==> src/rtl/final_row_accumulator.sv <==
// Final-row accumulator: sums m+i of the last PE per column in double
// precision and hands one tagged likelihood per read/haplotype pair out.
package final_row_pkg;
  typedef struct packed {
    logic [63:0] m_val;
    logic [63:0] i_val;
  } pe_calcs;
endpackage

module dp_adder_core #(
  parameter int LAT = 4
) (
  input  logic        clk,
  input  logic        reset,
  input  logic [63:0] input_a,
  input  logic [63:0] input_b,
  input  logic        input_valid,
  output logic [63:0] output_z,
  output logic        output_done
);
  logic [63:0] a_q;
  logic [63:0] b_q;
  logic [7:0]  cnt;
  logic        busy;

  // Round-to-nearest-even add with G/R/S bits below the 53-bit significand.
  function automatic logic [63:0] fp_add(
    input logic [63:0] a,
    input logic [63:0] b
  );
    logic [63:0] x, y, z;
    logic        sa, sb, sz, sub, rnd;
    logic [10:0] ea, eb, xa, xb, d;
    logic [52:0] ma, mb;
    logic [55:0] fa_x, fb_x, fb_s, mask, m;
    logic [56:0] s;
    logic [12:0] e, sh;
    logic [6:0]  lz;
    logic [53:0] mant;
    if (b[62:0] > a[62:0]) begin
      x = b; y = a;
    end else begin
      x = a; y = b;
    end
    sa = x[63]; sb = y[63];
    ea = x[62:52]; eb = y[62:52];
    if (ea == 11'h7FF) begin
      if (x[51:0] != 52'd0 ||
          (eb == 11'h7FF && (y[51:0] != 52'd0 || sa != sb)))
        z = 64'h7FF8000000000000;
      else
        z = x;
    end else begin
      ma = {ea != 11'd0, x[51:0]};
      mb = {eb != 11'd0, y[51:0]};
      xa = (ea == 11'd0) ? 11'd1 : ea;
      xb = (eb == 11'd0) ? 11'd1 : eb;
      d = xa - xb;
      fa_x = {ma, 3'b000};
      fb_x = {mb, 3'b000};
      if (d >= 11'd56) begin
        fb_s = {55'd0, |mb};
      end else begin
        mask = (56'd1 << d) - 56'd1;
        fb_s = fb_x >> d;
        fb_s[0] = fb_s[0] | (|(fb_x & mask));
      end
      sub = sa ^ sb;
      if (sub) s = {1'b0, fa_x} - {1'b0, fb_s};
      else     s = {1'b0, fa_x} + {1'b0, fb_s};
      sz = (sub && s == 57'd0) ? 1'b0 : sa;
      e = {2'b00, xa};
      if (s[56]) begin
        m = s[56:1] | {55'd0, s[0]};
        e = e + 13'd1;
      end else begin
        lz = 7'd56;
        for (int i = 0; i < 56; i++)
          if (s[i]) lz = 7'(55 - i);
        sh = ({6'd0, lz} < e - 13'd1) ? {6'd0, lz} : e - 13'd1;
        m = s[55:0] << sh;
        e = e - sh;
      end
      rnd = m[2] & (m[1] | m[0] | m[3]);
      mant = {1'b0, m[55:3]} + {53'd0, rnd};
      if (mant[53]) begin
        mant = mant >> 1;
        e = e + 13'd1;
      end
      if (e >= 13'd2047)
        z = {sz, 11'h7FF, 52'd0};
      else
        z = {sz, mant[52] ? e[10:0] : 11'd0, mant[51:0]};
    end
    return z;
  endfunction

  always_ff @(posedge clk or posedge reset) begin
    if (reset) begin
      a_q         <= '0;
      b_q         <= '0;
      cnt         <= '0;
      busy        <= 1'b0;
      output_z    <= '0;
      output_done <= 1'b0;
    end else if (input_valid) begin
      a_q         <= input_a;
      b_q         <= input_b;
      cnt         <= 8'(LAT - 1);
      busy        <= 1'b1;
      output_done <= 1'b0;
    end else if (busy) begin
      if (cnt == 8'd0) begin
        output_z    <= fp_add(a_q, b_q);
        output_done <= 1'b1;
        busy        <= 1'b0;
      end else begin
        cnt <= cnt - 8'd1;
      end
    end
  end
endmodule

module final_row_accumulator
  import final_row_pkg::*;
#(
  parameter int          FIFO_DEPTH = 4,
  parameter logic [63:0] ZERO       = 64'h0,
  parameter int          TAG_W      = 8,
  parameter int          ADD_LAT    = 4
) (
  input  logic             clk,
  input  logic             reset,
  input  pe_calcs          pe_vals_in,
  input  logic             in_valid,
  input  logic             in_last,
  input  logic [TAG_W-1:0] tag_in,
  input  logic             global_stall,
  output logic             stall,
  output logic [63:0]      result,
  output logic [TAG_W-1:0] result_tag,
  output logic             result_valid,
  input  logic             result_ready
);
  localparam int AW = $clog2(FIFO_DEPTH);
  localparam int CW = AW + 1;
  localparam logic [CW-1:0] FULL = CW'(FIFO_DEPTH);

  typedef enum logic [2:0] {
    IDLE, POP, ADD_M, ADD_I, WAIT, OUT
  } state_t;

  state_t state, nxt;

  logic [63:0]   f_m [FIFO_DEPTH];
  logic [63:0]   f_i [FIFO_DEPTH];
  logic          f_l [FIFO_DEPTH];
  logic [AW-1:0] wr_ptr, rd_ptr;
  logic [CW-1:0] count;

  logic [TAG_W-1:0] tq [2];
  logic             tq_wr, tq_rd;
  logic [1:0]       tq_cnt;
  logic             in_pair;

  logic [63:0] acc, op_m, op_i, add_z;
  logic        op_last, issued, restart_q;
  logic        add_done, add_rst;
  logic        push, first_push, tag_pop;
  logic        pop, add_go, take, out_ack;

  // A new pair also waits while both pending tag slots are occupied.
  assign stall = global_stall || count == FULL ||
                 (!in_pair && tq_cnt == 2'd2);
  assign push       = in_valid && !stall;
  assign first_push = push && !in_pair;
  assign tag_pop    = take && state == ADD_I && op_last;
  assign add_rst    = ~reset | restart_q;

  dp_adder_core #(.LAT(ADD_LAT)) u_add (
    .clk         (clk),
    .reset       (add_rst),
    .input_a     (acc),
    .input_b     (state == ADD_I ? op_i : op_m),
    .input_valid (add_go),
    .output_z    (add_z),
    .output_done (add_done)
  );

  always_ff @(posedge clk) begin
    if (push) begin
      f_m[wr_ptr] <= pe_vals_in.m_val;
      f_i[wr_ptr] <= pe_vals_in.i_val;
      f_l[wr_ptr] <= in_last;
    end
  end

  always_ff @(posedge clk or negedge reset) begin
    if (!reset) begin
      wr_ptr  <= '0;
      rd_ptr  <= '0;
      count   <= '0;
      tq[0]   <= '0;
      tq[1]   <= '0;
      tq_wr   <= 1'b0;
      tq_rd   <= 1'b0;
      tq_cnt  <= 2'd0;
      in_pair <= 1'b0;
    end else begin
      if (push) begin
        wr_ptr  <= wr_ptr + 1'b1;
        in_pair <= !in_last;
      end
      if (pop) rd_ptr <= rd_ptr + 1'b1;
      if (push && !pop)      count <= count + 1'b1;
      else if (pop && !push) count <= count - 1'b1;
      if (first_push) begin
        tq[tq_wr] <= tag_in;
        tq_wr     <= ~tq_wr;
      end
      if (tag_pop) tq_rd <= ~tq_rd;
      if (first_push && !tag_pop)      tq_cnt <= tq_cnt + 2'd1;
      else if (tag_pop && !first_push) tq_cnt <= tq_cnt - 2'd1;
    end
  end

  always_ff @(posedge clk or negedge reset) begin
    if (!reset) state <= IDLE;
    else        state <= nxt;
  end

  always_comb begin
    nxt = state;
    if (!global_stall) begin
      unique case (state)
        IDLE:  if (count != '0) nxt = POP;
        POP:   nxt = ADD_M;
        ADD_M: if (take) nxt = ADD_I;
        ADD_I: if (take)
                 nxt = op_last ? OUT :
                       (count != '0 ? POP : WAIT);
        WAIT:  if (count != '0) nxt = POP;
        OUT:   if (result_ready)
                 nxt = (count != '0) ? POP : IDLE;
        default: nxt = IDLE;
      endcase
    end
  end

  always_comb begin
    pop     = 1'b0;
    add_go  = 1'b0;
    take    = 1'b0;
    out_ack = 1'b0;
    if (!global_stall) begin
      unique case (state)
        POP: pop = 1'b1;
        ADD_M, ADD_I: begin
          add_go = !issued && !restart_q;
          take   = issued && add_done;
        end
        OUT: out_ack = result_ready;
        default: ;
      endcase
    end
  end

  // The adder is cleared the cycle after each result is taken.
  always_ff @(posedge clk or negedge reset) begin
    if (!reset) begin
      acc          <= ZERO;
      op_m         <= '0;
      op_i         <= '0;
      op_last      <= 1'b0;
      issued       <= 1'b0;
      restart_q    <= 1'b0;
      result       <= '0;
      result_tag   <= '0;
      result_valid <= 1'b0;
    end else begin
      restart_q <= take;
      if (add_go) issued <= 1'b1;
      if (take)   issued <= 1'b0;
      if (!global_stall && state == IDLE) acc <= ZERO;
      if (pop) begin
        op_m    <= f_m[rd_ptr];
        op_i    <= f_i[rd_ptr];
        op_last <= f_l[rd_ptr];
      end
      if (take) acc <= add_z;
      if (tag_pop) begin
        result       <= add_z;
        result_tag   <= tq[tq_rd];
        result_valid <= 1'b1;
      end
      if (out_ack) begin
        result_valid <= 1'b0;
        acc          <= ZERO;
      end
    end
  end
endmodule

==> config.mk <==
export PLATFORM = sky130hd
export DESIGN_NAME = final_row_accumulator
export DESIGN_NICKNAME = d
export VERILOG_FILES = /design/src/rtl/final_row_accumulator.sv
export SDC_FILE = /design/constraint.sdc
export NUM_CORES = 2
export LEC_CHECK = 0
export BUFFER_PORTS_ARGS = -buffer_cell sky130_fd_sc_hd__clkbuf_2
export CORE_MARGIN = 2
export CORE_UTILIZATION = 59
export CTS_BUF_LIST = sky130_fd_sc_hd__clkbuf_4
export DETAILED_ROUTE_END_ITERATION = 12
export PLACE_DENSITY = 0.85
export RECOVER_POWER = 100
export SYNTH_ARGS = -nofsm -noshare
export SYNTH_HDL_FRONTEND = slang
export SYNTH_SLANG_ARGS = --single-unit
==> constraint.sdc <==
create_clock -name clk -period 14.4 [get_ports clk]
set_input_delay 2.88 -clock clk [delete_from_list [all_inputs] [get_ports clk]]
set_output_delay 2.88 -clock clk [all_outputs]
set_load 0.01 [all_outputs]
==> results of run 1 <==
[synth_stat cells (30+ instances only)]
cell	instances	share of area
a31oi_1	48	0.0046
nor3_1	161	0.012
xnor2_1	107	0.014
o21bai_1	35	0.0040
inv_1	216	0.012
a211oi_1	97	0.011
a21o_1	53	0.0061
a22o_1	101	0.013
mux2_2	236	0.040
o21ai_0	492	0.037
nand2_1	685	0.039
o22ai_1	56	0.0053
mux4_2	157	0.054
o211ai_1	70	0.0080
nand4_1	76	0.0072
dfrtp_1	501	0.19
o31ai_1	57	0.0065
a21oi_1	403	0.031
nand3_1	180	0.014
edfxtp_1	516	0.24
and3_1	43	0.0041
a2111oi_0	36	0.0048
o21ai_1	34	0.0026
xor2_1	54	0.0072
or3_1	30	0.0029
mux2i_1	197	0.030
a22oi_1	30	0.0034
nor4_1	87	0.0083
buf_2	80	0.0061
or4_1	31	0.0035
buf_1	61	0.0035
ha_1	203	0.039
nor2_1	465	0.027
and2_1	46	0.0044
nand2b_1	47	0.0045
clkbuf_1	266	0.015
[stage by stage]
step	hold slack (ns)	setup TNS, ns	std cells
after floorplan	0.440	-99.98	6564
after detailed placement	0.477	-181.05	9749
after CTS	0.504	-141.44	10300
after global placement	0.450	-149.28	9749
[layer usage]
layer	GRT overflow	global-route usage
met1	44	0.821
met2	218	0.924
met3	73	0.708
met4	170	0.790
met5	19	0.440
[timing repair]
item                                    CTS
buffers inserted                         96
endpoints found under the setup margin   63
pin swaps                                98
gates resized for setup                 186
gates cloned                              4
[kinds of logic after synthesis]
| kind of cell | count (synthesis) |
|---|---|
| muxes | 591 |
| and+or+nand+nor | 1995 |
| DFF | 1017 |
| adders and majority gates | 207 |
| xor gates and xnor gates | 164 |
| AOI/OAI and AO/OA | 1921 |
| buffers and inverters | 669 |
==> results by group, run 1 <==
Yosys
  • Yosys reg bits: 1017
  • FFs w/ async S/R, synth: 0.493
  • Mapped Area: around 66000 µm²
  • Compound-Gate Fraction of Synth Area: 0.199
  • Post-synthesis mux area share: 0.124
  • Adder-cell area share of the yosys netlist: 0.0399
  • Synthesized instance count: 6564
  • Mapped Avg Cell Area: about 10 µm²
  • Synth warn: 0
  • Post-synth cell types: 130
  • Simple-gate share of the synthesized area: 0.145
  • Post-synth EDFFs: slightly above 500
  • Proportion of synthesized chip area in sequential cells: 0.426
  • Syn nets: just under 7000
  • Post-Synth XOR/XNOR Area: 0.0224
  • Largest family of logic cells by synthesized area: compound AO/OA/AOI/OAI gates
  • Dominant synthesized flop cell: edfxtp_1

Placed design
  • Post-DP HPWL: approximately 240 mm
  • Routability cong.: 1.20
  • Number of I/O port buffers: ~220
  • DP Area: 82600 µm²
  • Post-Place Setup Slack: -3.09 ns

Clock network
  • Root buffer cell: clkbuf_4
  • Hold Buf Count CTS: 0
  • CTS H-tree lvls: 4
  • TritonCTS Buffers: between 200 and 250
  • Clk sinks: approximately 1000
  • Clk buf depth: 3

GRT
  • Total global-route track usage: 0.810
  • Vias in the first global route: slightly below 90000
  • Grt total ovfl: roughly 520
  • Pin count of the biggest net entering global routing: ~110
  • First-pass GRT wire length: 666 mm

Die
  • Initial Utilization: 0.594
  • Die W: around 340 µm
  • I/O Pins: approximately 220
  • # rows: roughly 120
  • Die Y: roughly 340 µm

Outcome
  • Stop err: [ERROR GRT-0116] Global routing finished with congestion. Check the congestion regions in the DRC Viewer.
  • Status: stopped before the end
  • Failed at: global routing
==> run 2, diff against run 1 <==
--- a/config.mk
+++ b/config.mk
@@ -7,10 +7,9 @@
 export LEC_CHECK = 0
 export BUFFER_PORTS_ARGS = -buffer_cell sky130_fd_sc_hd__clkbuf_2
 export CORE_MARGIN = 2
-export CORE_UTILIZATION = 59
-export CTS_BUF_LIST = sky130_fd_sc_hd__clkbuf_4
+export CORE_UTILIZATION = 40
 export DETAILED_ROUTE_END_ITERATION = 12
-export PLACE_DENSITY = 0.85
+export PLACE_DENSITY_LB_ADDON = 0.15
 export RECOVER_POWER = 100
 export SYNTH_ARGS = -nofsm -noshare
 export SYNTH_HDL_FRONTEND = slang
==> constraint.sdc (replaced) <==
create_clock -name clk -period 18.72 [get_ports clk]
set_input_delay 3.744 -clock clk [delete_from_list [all_inputs] [get_ports clk]]
set_output_delay 3.744 -clock clk [all_outputs]
set_load 0.01 [all_outputs]
==> run 2 against run 1 <==
Net effect:
- the flow now finishes, with violations (max-capacitance violations, max-slew violations)
- synthesized cell count unchanged
- area after synthesis is the same
==> results by group, run 2 <==
Detailed routing
  • Drt total wl: about 310 mm
  • Drt first pass iters: 7
  • # DRC: 0
  • Starting DRT DRC Count: 6517
  • Total number of vias: roughly 62000
  • Vias/cell: a little over 6
  • WL/cell: between 30 and 40 µm
  • Post-route ant nets: 0

Clock network
  • CTS H-tree lvls: 3
  • TritonCTS Buffers: about 100
  • Hold Buf Count CTS: 0
  • CTS tree: done
  • Clk buf depth: 3
  • Clock Latency Late Sink: approximately 0.73 ns
  • Reg clk slew, reported paths: ~0.06 ns
  • Clk sinks: slightly above 1000
  • Root buffer cell: clkbuf_16

GRT
  • Grt total ovfl: 0
  • Total global-route track usage: 0.367
  • First-pass GRT wire length: 447 mm
  • Pin count of the biggest net entering global routing: 84
  • Vias in the first global route: around 60000
  • Antenna violations before repair: 19

STA
  • Fmax: between 50 and 60 MHz
  • RSZ-0062 raised after global routing: false
  • Final slew viol count: 1669
  • Slew margin rel.: -1.88
  • Skew final: 0.0426 ns
  • Worst Max-Slew Pin Slew: between 4 and 5 ns
  • Final WS setup: 0.726 ns
  • Setup TNS: 0 ns
  • Tmin final: roughly 18 ns
  • Final hold vios: 0
  • Fin crit share: 0.961
  • Final setup viols: 0

Yosys
  • Mapped Avg Cell Area: ~10 µm²
  • Synth warn: 0
  • Mapped Area: around 66000 µm²
  • FFs w/ async S/R, synth: 0.493
  • Yosys reg bits: about 1000
  • Post-synth top cells: nand2_1, edfxtp_1, dfrtp_1, o21ai_0, nor2_1
  • Dominant synthesized flop cell: edfxtp_1
  • Largest area contributor in the netlist: edfxtp_1
  • Post-synth EDFFs: between 500 and 600
  • Proportion of synthesized chip area in sequential cells: 0.426
  • Ranking of synthesized cells by area: edfxtp_1, dfrtp_1, mux4_2
  • Syn nets: slightly below 7000
  • Share of the synthesized area in the top cell type: 0.236
  • Post-synth cell types: 130
  • Synthesized instance count: approximately 6600
  • Most numerous cell in the Yosys netlist: nand2_1

Worst setup path
  • CP top delay family: compound AO/OA/AOI/OAI gates
  • CP max FO: 28
  • Critical path's largest stage delay: 0.57 ns
  • Arrival @ worst endpoint: approximately 19 ns
  • Worst reg2reg path startpoint: u_add.a_q[16]
  • Critical Path Start Type: flop
  • Worst endpoint required time: 19.30 ns
  • CP Launch Point: u_add.a_q[16]
  • Buf/Inv on CP: 22
  • Nature of the critical path endpoint: flop
  • CP Class: reg2reg
  • Critical-path top delay cell: o22ai_1
  • Worst path most repeated cell: buf_4

Die
  • I/O Pins: approximately 220
  • Initial Utilization: 0.403
  • Core area: about 160000 µm²
  • Die W: a little over 400 µm
  • Die Y: between 400 and 500 µm
  • # rows: 148
  • Die area: between 150000 and 200000 µm²

Cells and area
  • P&R area growth vs syn: 24.9%
  • Nets: between 8000 and 9000
  • # fillers: about 15000
  • Most frequent cells in the layout: buf_4, nand2_1, edfxtp_1
  • Commonest non-fill, non-tap cell in the layout: buf_4
  • Footprint of the multi-input gates: 35500 µm²
  • Final Non-Filler Cells: 10100
  • Share of cells above drive strength 1: 0.273
  • Register area: around 28000 µm²
  • Top flop regs: f_i x256, f_m x256
  • Core Util, Final: 0.504

Placed design
  • Number of I/O port buffers: between 200 and 250
  • Routability cong.: 1.05
  • Placed instance count: a little under 10000
  • Post-Place Setup Slack: -0.0567 ns
  • Post-DP HPWL: approximately 250 mm

Worst hold path
  • Min-Delay Startpoint: acc[55]
  • Hold crit path type: reg2reg

Outcome
  • Status: complete, but fails checks
  • Failing checks: max-capacitance violations, max-slew violations

Flow run
  • Max cap viols: 30
==> run 2: area by class of cell <==
class / instances / share of cell area
inverters: 223 / 0.0102
multi-input cells: 4878 / 0.433
clock buffers: 136 / 0.0340
diodes: 15 / 0.000457
clock inverters: 56 / 0.00715
well taps: 2175 / 0.0331
repair buffers: 1592 / 0.141
flip-flops and latches: 1017 / 0.342
==> run 2: path summary, 6_finish.rpt <==
check / end / slack [ns] / cells after the start
worst max-delay path: u_add.output_z[33] / 0.73 / 80
worst min-delay path: u_add.a_q[55] / 0.47 / 2
worst max register to register: u_add.output_z[33] / 0.73 / 80
worst min register to register: u_add.a_q[55] / 0.47 / 2
max in group asynchronous: u_add.output_z[46] / 5.17 / 4
min in group asynchronous: u_add.cnt[0] / 0.64 / 1
==> run 2: what timing repair did <==
item / in CTS / in global routing
pin swaps: 1 / 21
resized for setup: 3 / 110
endpoints found under the setup margin: 61 / 63
hold endpoints to repair: 0 / 0
buffers inserted: 1 / 14
==> run 2: routing by layer <==
metal  GRT usage  up-vias  share of wire
li1            -    27500              -
met1       0.499    30900           0.42
met2       0.557     2630           0.44
met3      0.0547      658          0.069
met4       0.213       16          0.070
met5           0        -        0.00069
==> run 2: worst reg2reg max path: cells and delay by family, from the launching register on <==
kind | cells | cell delay (ns)
flip-flops | 1 | 0.41
buffers and inverters | 22 | 3.94
adder cells (fa/ha/maj) | 5 | 1.20
AND/OR/NAND/NOR | 25 | 5.12
AO/OA/AOI/OAI | 24 | 6.03
multiplexers | 1 | 0.23
XOR/XNOR | 3 | 0.90
==> run 2: kinds of logic (layout without fill, tap and decap cells) <==
family / count (synthesis) / after routing / share of synthesized area
buffers and inverters: 669 / 2007 / 0.0430
and+or+nand+nor: 1995 / 1995 / 0.145
xor gates and xnor gates: 164 / 164 / 0.0224
muxes: 591 / 591 / 0.124
DFF: 1017 / 1017 / 0.426
adders and majority gates: 207 / 207 / 0.0399
AOI/OAI and AO/OA: 1921 / 1921 / 0.199
other: 0 / 15 / 0
==> run 2: stage by stage <==
step           hold slack, ns  instance area, µm²
2_1_floorplan           0.440               65700
3_3_place_gp            0.364               78500
3_5_place_dp            0.372               78500
4_1_cts                 0.374               81900
5_1_grt                 0.498               82100
6_report                0.471               82100
Power of run 2 is left out: the tool's default activity adds up to more than one toggle a clock period on the data nets, which glitch-free logic cannot reach.
